File: src/rtl/fpu_issue_sched_if.sv
// Requester/FPU handshake bundle for the shared FPU issue scheduler.
// master drives requests and the branch flush; slave is the scheduler.
interface fpu_issue_sched_if #(
    parameter int UOP_W = 199,
    parameter int SQN_W = 7
);
    logic             IN_branchValid;
    logic [SQN_W-1:0] IN_branchSqN;

    logic             IN_aValid;
    logic [UOP_W-1:0] IN_aUop;
    logic [SQN_W-1:0] IN_aSqN;
    logic             IN_aMulti;
    logic             OUT_aReady;

    logic             IN_bValid;
    logic [UOP_W-1:0] IN_bUop;
    logic [SQN_W-1:0] IN_bSqN;
    logic             IN_bMulti;
    logic             OUT_bReady;

    logic             OUT_fpuValid;
    logic [UOP_W-1:0] OUT_fpuUop;
    logic             OUT_busy;

    modport master (
        output IN_branchValid, IN_branchSqN,
        output IN_aValid, IN_aUop, IN_aSqN, IN_aMulti,
        output IN_bValid, IN_bUop, IN_bSqN, IN_bMulti,
        input  OUT_aReady, OUT_bReady,
        input  OUT_fpuValid, OUT_fpuUop, OUT_busy
    );

    modport slave (
        input  IN_branchValid, IN_branchSqN,
        input  IN_aValid, IN_aUop, IN_aSqN, IN_aMulti,
        input  IN_bValid, IN_bUop, IN_bSqN, IN_bMulti,
        output OUT_aReady, OUT_bReady,
        output OUT_fpuValid, OUT_fpuUop, OUT_busy
    );
endinterface

File: src/rtl/fpu_issue_sched.sv
// Round-robin scheduler sharing one FPU port between two 2-entry queues,
// with multi-cycle occupancy and sqN-based mispredict squashing.
module fpu_issue_sched #(
    parameter int UOP_W  = 199,
    parameter int SQN_W  = 7,
    parameter int MC_LAT = 8
) (
    input  logic             clk,
    input  logic             rst,
    fpu_issue_sched_if.slave io
);
    localparam int CW = $clog2(MC_LAT + 1);

    typedef struct packed {
        logic [UOP_W-1:0] uop;
        logic [SQN_W-1:0] sqN;
        logic             multi;
    } entry_t;

    typedef enum logic {IDLE, BUSY} state_t;

    // Younger than the branch: positive signed distance, wrap-safe.
    function automatic logic kill(
        input logic [SQN_W-1:0] s,
        input logic             bv,
        input logic [SQN_W-1:0] bs
    );
        logic [SQN_W-1:0] d;
        d = s - bs;
        return bv && !d[SQN_W-1] && (d != '0);
    endfunction

    state_t           state, nState;
    logic [CW-1:0]    counter, nCounter;
    logic [SQN_W-1:0] busySqN, nBusySqN;
    logic             lastB, nLastB;

    entry_t           q[2][2];
    entry_t           nQ[2][2];
    logic [1:0]       cnt[2];
    logic [1:0]       nCnt[2];
    logic [1:0]       fill[2];

    entry_t           inEntry[2];
    logic             inValid[2];
    logic             cand[2];
    logic             enq[2];
    logic             deq[2];

    logic             pick, pickB;
    entry_t           picked;
    logic             fpuValid;
    logic [UOP_W-1:0] fpuUop;

    logic             brValid;
    logic [SQN_W-1:0] brSqN;

    assign brValid = io.IN_branchValid;
    assign brSqN   = io.IN_branchSqN;

    always_comb begin
        inEntry[0] = {io.IN_aUop, io.IN_aSqN, io.IN_aMulti};
        inEntry[1] = {io.IN_bUop, io.IN_bSqN, io.IN_bMulti};
        inValid[0] = io.IN_aValid;
        inValid[1] = io.IN_bValid;
        for (int r = 0; r < 2; r++) begin
            cand[r] = (cnt[r] != 2'd0)
                && !kill(q[r][0].sqN, brValid, brSqN);
            enq[r]  = inValid[r] && (cnt[r] < 2'd2)
                && !kill(inEntry[r].sqN, brValid, brSqN);
        end

        pick     = 1'b0;
        pickB    = 1'b0;
        nLastB   = lastB;
        nState   = state;
        nCounter = counter;
        nBusySqN = busySqN;

        unique case (state)
            IDLE: begin
                pick  = cand[0] || cand[1];
                pickB = (cand[0] && cand[1]) ? !lastB : cand[1];
                if (pick) nLastB = pickB;
            end
            BUSY: begin
                if (kill(busySqN, brValid, brSqN)
                    || counter == CW'(1)) begin
                    nState   = IDLE;
                    nCounter = '0;
                end else begin
                    nCounter = counter - CW'(1);
                end
            end
            default: ;
        endcase

        picked = pickB ? q[1][0] : q[0][0];
        deq[0] = pick && !pickB;
        deq[1] = pick && pickB;

        if (pick && picked.multi) begin
            nState   = BUSY;
            nCounter = CW'(MC_LAT - 1);
            nBusySqN = picked.sqN;
        end
    end

    // Killed entries are tail-contiguous, so survivors keep their slots.
    always_comb begin
        for (int r = 0; r < 2; r++) begin
            nQ[r][0] = q[r][0];
            nQ[r][1] = q[r][1];
            if (cnt[r] == 2'd0 || kill(q[r][0].sqN, brValid, brSqN))
                fill[r] = 2'd0;
            else if (cnt[r] == 2'd2
                && !kill(q[r][1].sqN, brValid, brSqN))
                fill[r] = 2'd2;
            else
                fill[r] = 2'd1;
            if (deq[r]) begin
                nQ[r][0] = q[r][1];
                fill[r]  = fill[r] - 2'd1;
            end
            if (enq[r]) begin
                nQ[r][fill[r][0]] = inEntry[r];
                fill[r] = fill[r] + 2'd1;
            end
            nCnt[r] = fill[r];
        end
    end

    always_ff @(posedge clk) begin
        if (rst) begin
            state    <= IDLE;
            counter  <= '0;
            busySqN  <= '0;
            lastB    <= 1'b1;
            fpuValid <= 1'b0;
            cnt[0]   <= 2'd0;
            cnt[1]   <= 2'd0;
        end else begin
            state    <= nState;
            counter  <= nCounter;
            busySqN  <= nBusySqN;
            lastB    <= nLastB;
            fpuValid <= pick;
            cnt[0]   <= nCnt[0];
            cnt[1]   <= nCnt[1];
        end
    end

    always_ff @(posedge clk) begin
        for (int r = 0; r < 2; r++) begin
            q[r][0] <= nQ[r][0];
            q[r][1] <= nQ[r][1];
        end
        if (pick) fpuUop <= picked.uop;
    end

    assign io.OUT_aReady   = cnt[0] < 2'd2;
    assign io.OUT_bReady   = cnt[1] < 2'd2;
    assign io.OUT_fpuValid = fpuValid;
    assign io.OUT_fpuUop   = fpuUop;
    assign io.OUT_busy     = (state == BUSY);
endmodule

File: src/flat_wrapper.sv
// flat-port wrapper written by rule: the top's interface ports become plain ports
module fpu_issue_sched_flat 
#(
    parameter int UOP_W  = 199,
    parameter int SQN_W  = 7,
    parameter int MC_LAT = 8
)
  (clk, rst, io_IN_branchValid, io_IN_branchSqN, io_IN_aValid, io_IN_aUop, io_IN_aSqN, io_IN_aMulti, io_IN_bValid, io_IN_bUop, io_IN_bSqN, io_IN_bMulti, io_OUT_aReady, io_OUT_bReady, io_OUT_fpuValid, io_OUT_fpuUop, io_OUT_busy);
  fpu_issue_sched_if #(.UOP_W(UOP_W), .SQN_W(SQN_W)) io_i ();
  input  logic clk;
  input  logic rst;
  input wire logic [$bits(io_i.IN_branchValid)-1:0] io_IN_branchValid;
  input wire logic [$bits(io_i.IN_branchSqN)-1:0] io_IN_branchSqN;
  input wire logic [$bits(io_i.IN_aValid)-1:0] io_IN_aValid;
  input wire logic [$bits(io_i.IN_aUop)-1:0] io_IN_aUop;
  input wire logic [$bits(io_i.IN_aSqN)-1:0] io_IN_aSqN;
  input wire logic [$bits(io_i.IN_aMulti)-1:0] io_IN_aMulti;
  input wire logic [$bits(io_i.IN_bValid)-1:0] io_IN_bValid;
  input wire logic [$bits(io_i.IN_bUop)-1:0] io_IN_bUop;
  input wire logic [$bits(io_i.IN_bSqN)-1:0] io_IN_bSqN;
  input wire logic [$bits(io_i.IN_bMulti)-1:0] io_IN_bMulti;
  output wire logic [$bits(io_i.OUT_aReady)-1:0] io_OUT_aReady;
  output wire logic [$bits(io_i.OUT_bReady)-1:0] io_OUT_bReady;
  output wire logic [$bits(io_i.OUT_fpuValid)-1:0] io_OUT_fpuValid;
  output wire logic [$bits(io_i.OUT_fpuUop)-1:0] io_OUT_fpuUop;
  output wire logic [$bits(io_i.OUT_busy)-1:0] io_OUT_busy;
  assign io_i.IN_branchValid = io_IN_branchValid;
  assign io_i.IN_branchSqN = io_IN_branchSqN;
  assign io_i.IN_aValid = io_IN_aValid;
  assign io_i.IN_aUop = io_IN_aUop;
  assign io_i.IN_aSqN = io_IN_aSqN;
  assign io_i.IN_aMulti = io_IN_aMulti;
  assign io_i.IN_bValid = io_IN_bValid;
  assign io_i.IN_bUop = io_IN_bUop;
  assign io_i.IN_bSqN = io_IN_bSqN;
  assign io_i.IN_bMulti = io_IN_bMulti;
  assign io_OUT_aReady = io_i.OUT_aReady;
  assign io_OUT_bReady = io_i.OUT_bReady;
  assign io_OUT_fpuValid = io_i.OUT_fpuValid;
  assign io_OUT_fpuUop = io_i.OUT_fpuUop;
  assign io_OUT_busy = io_i.OUT_busy;
  fpu_issue_sched #(.UOP_W(UOP_W), .SQN_W(SQN_W), .MC_LAT(MC_LAT)) u_core (.clk(clk), .rst(rst), .io(io_i));
endmodule
File: config.mk
export PLATFORM = sky130hd
export DESIGN_NAME = fpu_issue_sched_flat
export DESIGN_NICKNAME = d
export VERILOG_FILES = /design/src/rtl/fpu_issue_sched_if.sv /design/src/rtl/fpu_issue_sched.sv /design/src/flat_wrapper.sv
export SDC_FILE = /design/constraint.sdc
export NUM_CORES = 1
export LEC_CHECK = 0
export ABC_AREA = 1
export CAP_MARGIN = 20
export CORE_ASPECT_RATIO = 1.4
export CORE_MARGIN = 3
export CORE_UTILIZATION = 61
export CTS_BUF_LIST = sky130_fd_sc_hd__clkbuf_2
export DETAILED_ROUTE_END_ITERATION = 12
export GPL_TIMING_DRIVEN = 0
export PLACE_DENSITY = 0.91
export SETUP_SLACK_MARGIN = 0.5
export SLEW_MARGIN = 20
export SYNTH_ARGS = -nofsm -noshare
export SYNTH_HDL_FRONTEND = slang
export SYNTH_SLANG_ARGS = --single-unit
File: constraint.sdc
create_clock -name clk -period 17 [get_ports clk]
set_input_delay 3.4 -clock clk [delete_from_list [all_inputs] [get_ports clk]]
set_output_delay 3.4 -clock clk [all_outputs]
set_load 0.1 [all_outputs]
==> results by group <==
Clocking
  – H-tree depth: 4
  – TritonCTS buffer count: 230
  – CTS tree: yes
  – Clock Latency Late Sink: 1.56 ns
  – Hold buffer count at CTS: 0
  – Clk pin slew, worst setup/hold paths: 0.11 ns
  – Post-CTS setup repair buffer count: 0
  – Post-CTS resize count: 0
  – CTS Sinks: 1045
  – Maximum clock path buffer count: 3
  – CTS Root Cell: clkbuf_2

Yosys
  – Synth Area in XOR/XNOR: 0.4026%
  – Main combinational cell family by area after synthesis: simple AND/OR/NAND/NOR gates
  – Post-synth top flop: edfxtp_1
  – Net Count, Synth: 5256
  – Post-Syn Area: 43510 µm²
  – Sequential fraction of the synthesis area: 62.18%
  – Simple-gate area share of the yosys netlist: 26.30%
  – Synth Area in Adders: 1.645%
  – Multiplexer area fraction after synthesis: 0%
  – Count of flip-flops with a built-in enable after synthesis: 613
  – Synth Area in Compound Gates: 3.828%
  – Post-synth ARST share: 0%
  – Post-Synthesis Cells: 4777
  – Synth warn: 0
  – Synth cell types: 35
  – Synth Register Bits: 1045
  – Mean Syn Cell Area: 9.108 µm²

Final layout
  – Nets@finish: 6123
  – Layout Utilization: 75.91%
  – Filler Cells Inserted: 4562
  – Share of layout cells above drive strength 1: 10.54%
  – Layout area overhead: 23.01%

Route
  – Vias/cell: 5.643
  – Via Count: 38520
  – Drt drc: 0
  – Avg WL per Cell: 20.79 µm
  – Post-DRT Antenna Nets: 0
  – Detailed-route wire length: 141900 µm
  – Iteration-0 DRC Markers: 4186
  – DR pass1 iterations: 9

GRT
  – M3 GR Usage: 12.03%
  – Number of global-route vias before repair: 38120
  – Routing usage on met1: 39.59%
  – GR Overflow Total: 0
  – Met2 Use GR: 62.09%
  – Largest net degree at the start of global routing: 99
  – Tot GR Track Use: 36.90%
  – Gr busiest metal: met2
  – First-pass GRT wire length: 210000 µm
  – Initial antenna violation count: 51

STA
  – F_max: 0.1386 GHz
  – Final setup viols: 0
  – Hold slack: 0.4923 ns
  – Final Skew: 0.1613 ns
  – Fin Setup TNS: 0 ns
  – RSZ-0062 raised after global routing: no
  – Slew HR: 20.59%
  – Pins Over Slew Limit: 0
  – Final min period: 7.214 ns
  – Period utilization: 42.44%
  – Least-Margin Pin Slew: 1.188 ns
  – Fin. Hold Viols: 0

Run
  – Total of max-cap violations: 0

Floorplanning
  – Placeable Area: 70510 µm²
  – IO Pins: 629
  – Die height: 322 µm
  – DIE AREA: 74610 µm²
  – Die width: 231.7 µm
  – # rows: 115
  – Initial core utilization: 61.71%

Setup path
  – CP Class: input pin to register
  – Most Frequent Cell on Critical Path: nand2_1
  – Critical path required time: 18.38 ns
  – Top delay family on crit path: buffers and inverters
  – CP endpoint kind: register
  – CP peak stage delay: 0.84 ns
  – CP max stage cell: clkdlybuf4s50_1
  – Data arrival time of the worst path: 8.59 ns
  – Worst Reg-to-Reg Cells: 23
  – Critical path fanouts, max: 47
  – Setup crit start kind: input pin
  – Worst path depth: 22
  – Buf/Inv on CP: 8
  – Critical path cell sequence: clkdlybuf4s50_1 > inv_1 > fa_1 > nor2_1 > nor2_1 > nor2_1 > nand3_1 > nor2_1 > nand2_1 > nand2_1 > nand3_1 > nand2_1 > buf_4 > clkbuf_4 > buf_12 > buf_16 > buf_12 > buf_12 > nand3_1 > nand2_1 > nand2_1 > nand2_1

Hold path
  – Hold Path Stages: 2
  – Hold Crit Class: register to register

Run status
  – Outcome: complete, no violations

Place
  – Port-buffer cells: 626
  – Placer Congestion: 0.9308
  – DPL Wire Length: 99250 µm
-- final cells by class --
cell class | instances | area, µm² | area share, %
Buffer | 299 | 1604 | 2.997
Tap cell | 936 | 1171 | 2.188
Inverter | 227 | 867.1 | 1.620
Multi-Input combinational cell | 3206 | 14000 | 26.16
Clock inverter | 59 | 352.8 | 0.6593
Antenna cell | 46 | 115.1 | 0.2151
Clock buffer | 373 | 1867 | 3.488
Timing Repair Buffer | 635 | 6486 | 12.12
Sequential cell | 1045 | 27060 | 50.55
-- metrics by stage --
stage	instance area, µm²	setup WS [ns]	cells
floorplan	43510	5.812	4777
global placement	50950	0.6890	6339
CTS	53410	10.07	6780
detailed placement	51190	8.443	6348
finish	53520	9.786	6826
global route	53480	9.694	6808
-- path summary, 6_finish.rpt --
check | from | end | slack, ns
max | io_IN_branchSqN[1] | u_core.q[0][408] | 9.79
min | u_core.q[0][329] | u_core.io.OUT_fpuUop[114] | 0.49
max reg2reg | u_core.q[0][208] | u_core.q[0][408] | 12.59
min reg2reg | u_core.q[0][329] | u_core.io.OUT_fpuUop[114] | 0.49
-- placed cells by master (no fill, tap or decap), types with 6 or more instances in the layout --
cell,n
a21oi_1,34
buf_1,18
buf_16,6
buf_2,154
buf_4,20
buf_6,26
clkbuf_1,80
clkbuf_2,373
clkdlybuf4s50_1,625
clkinv_1,45
dfxtp_1,432
diode_2,46
edfxtp_1,613
fa_1,7
ha_1,46
inv_1,221
nand2_1,2065
nand3_1,661
nand4_1,13
nor2_1,55
o21ai_0,277
xnor2_1,13
xor2_1,7
-- tightest hold or removal path, stage by stage, from the launching register on --
cell,delay [ns]
dfxtp_1,0.34
nand2_1,0.05
o21ai_0,0.06
-- cells by family (layout without fill, tap and decap cells) --
family	Yosys count	after routing
AO/OA/AOI/OAI	326	326
XOR/XNOR	20	20
adder cells (fa/ha/maj)	53	53
buffers and inverters	526	1593
flip-flops	1045	1045
other	0	46
AND/OR/NAND/NOR	2807	2807
-- per-layer routing --
metal  routed length [µm]  up-vias
li1                     -    17620
met1                46000    17700
met2                69280     2567
met3                16670      603
met4                 9746       28
met5                  193        -
-- Yosys cell counts, types with 4 or more instances --
cell type / count / area (µm²)
a21o_1: 4 / 30.03
a21oi_1: 34 / 170.2
buf_1: 18 / 67.56
buf_2: 153 / 765.7
buf_4: 20 / 150.1
buf_6: 26 / 292.8
clkbuf_1: 81 / 304.0
dfxtp_1: 432 / 8648
edfxtp_1: 613 / 18410
fa_1: 7 / 140.1
ha_1: 46 / 575.6
inv_1: 223 / 837.1
nand2_1: 2065 / 7751
nand3_1: 661 / 3308
nand4_1: 13 / 81.33
nor2_1: 55 / 206.5
o21ai_0: 277 / 1386
xnor2_1: 13 / 113.9
xor2_1: 7 / 61.31
Power is not shown: default switching activity piles up to over one toggle a cycle in this logic, so the estimate is an artifact.
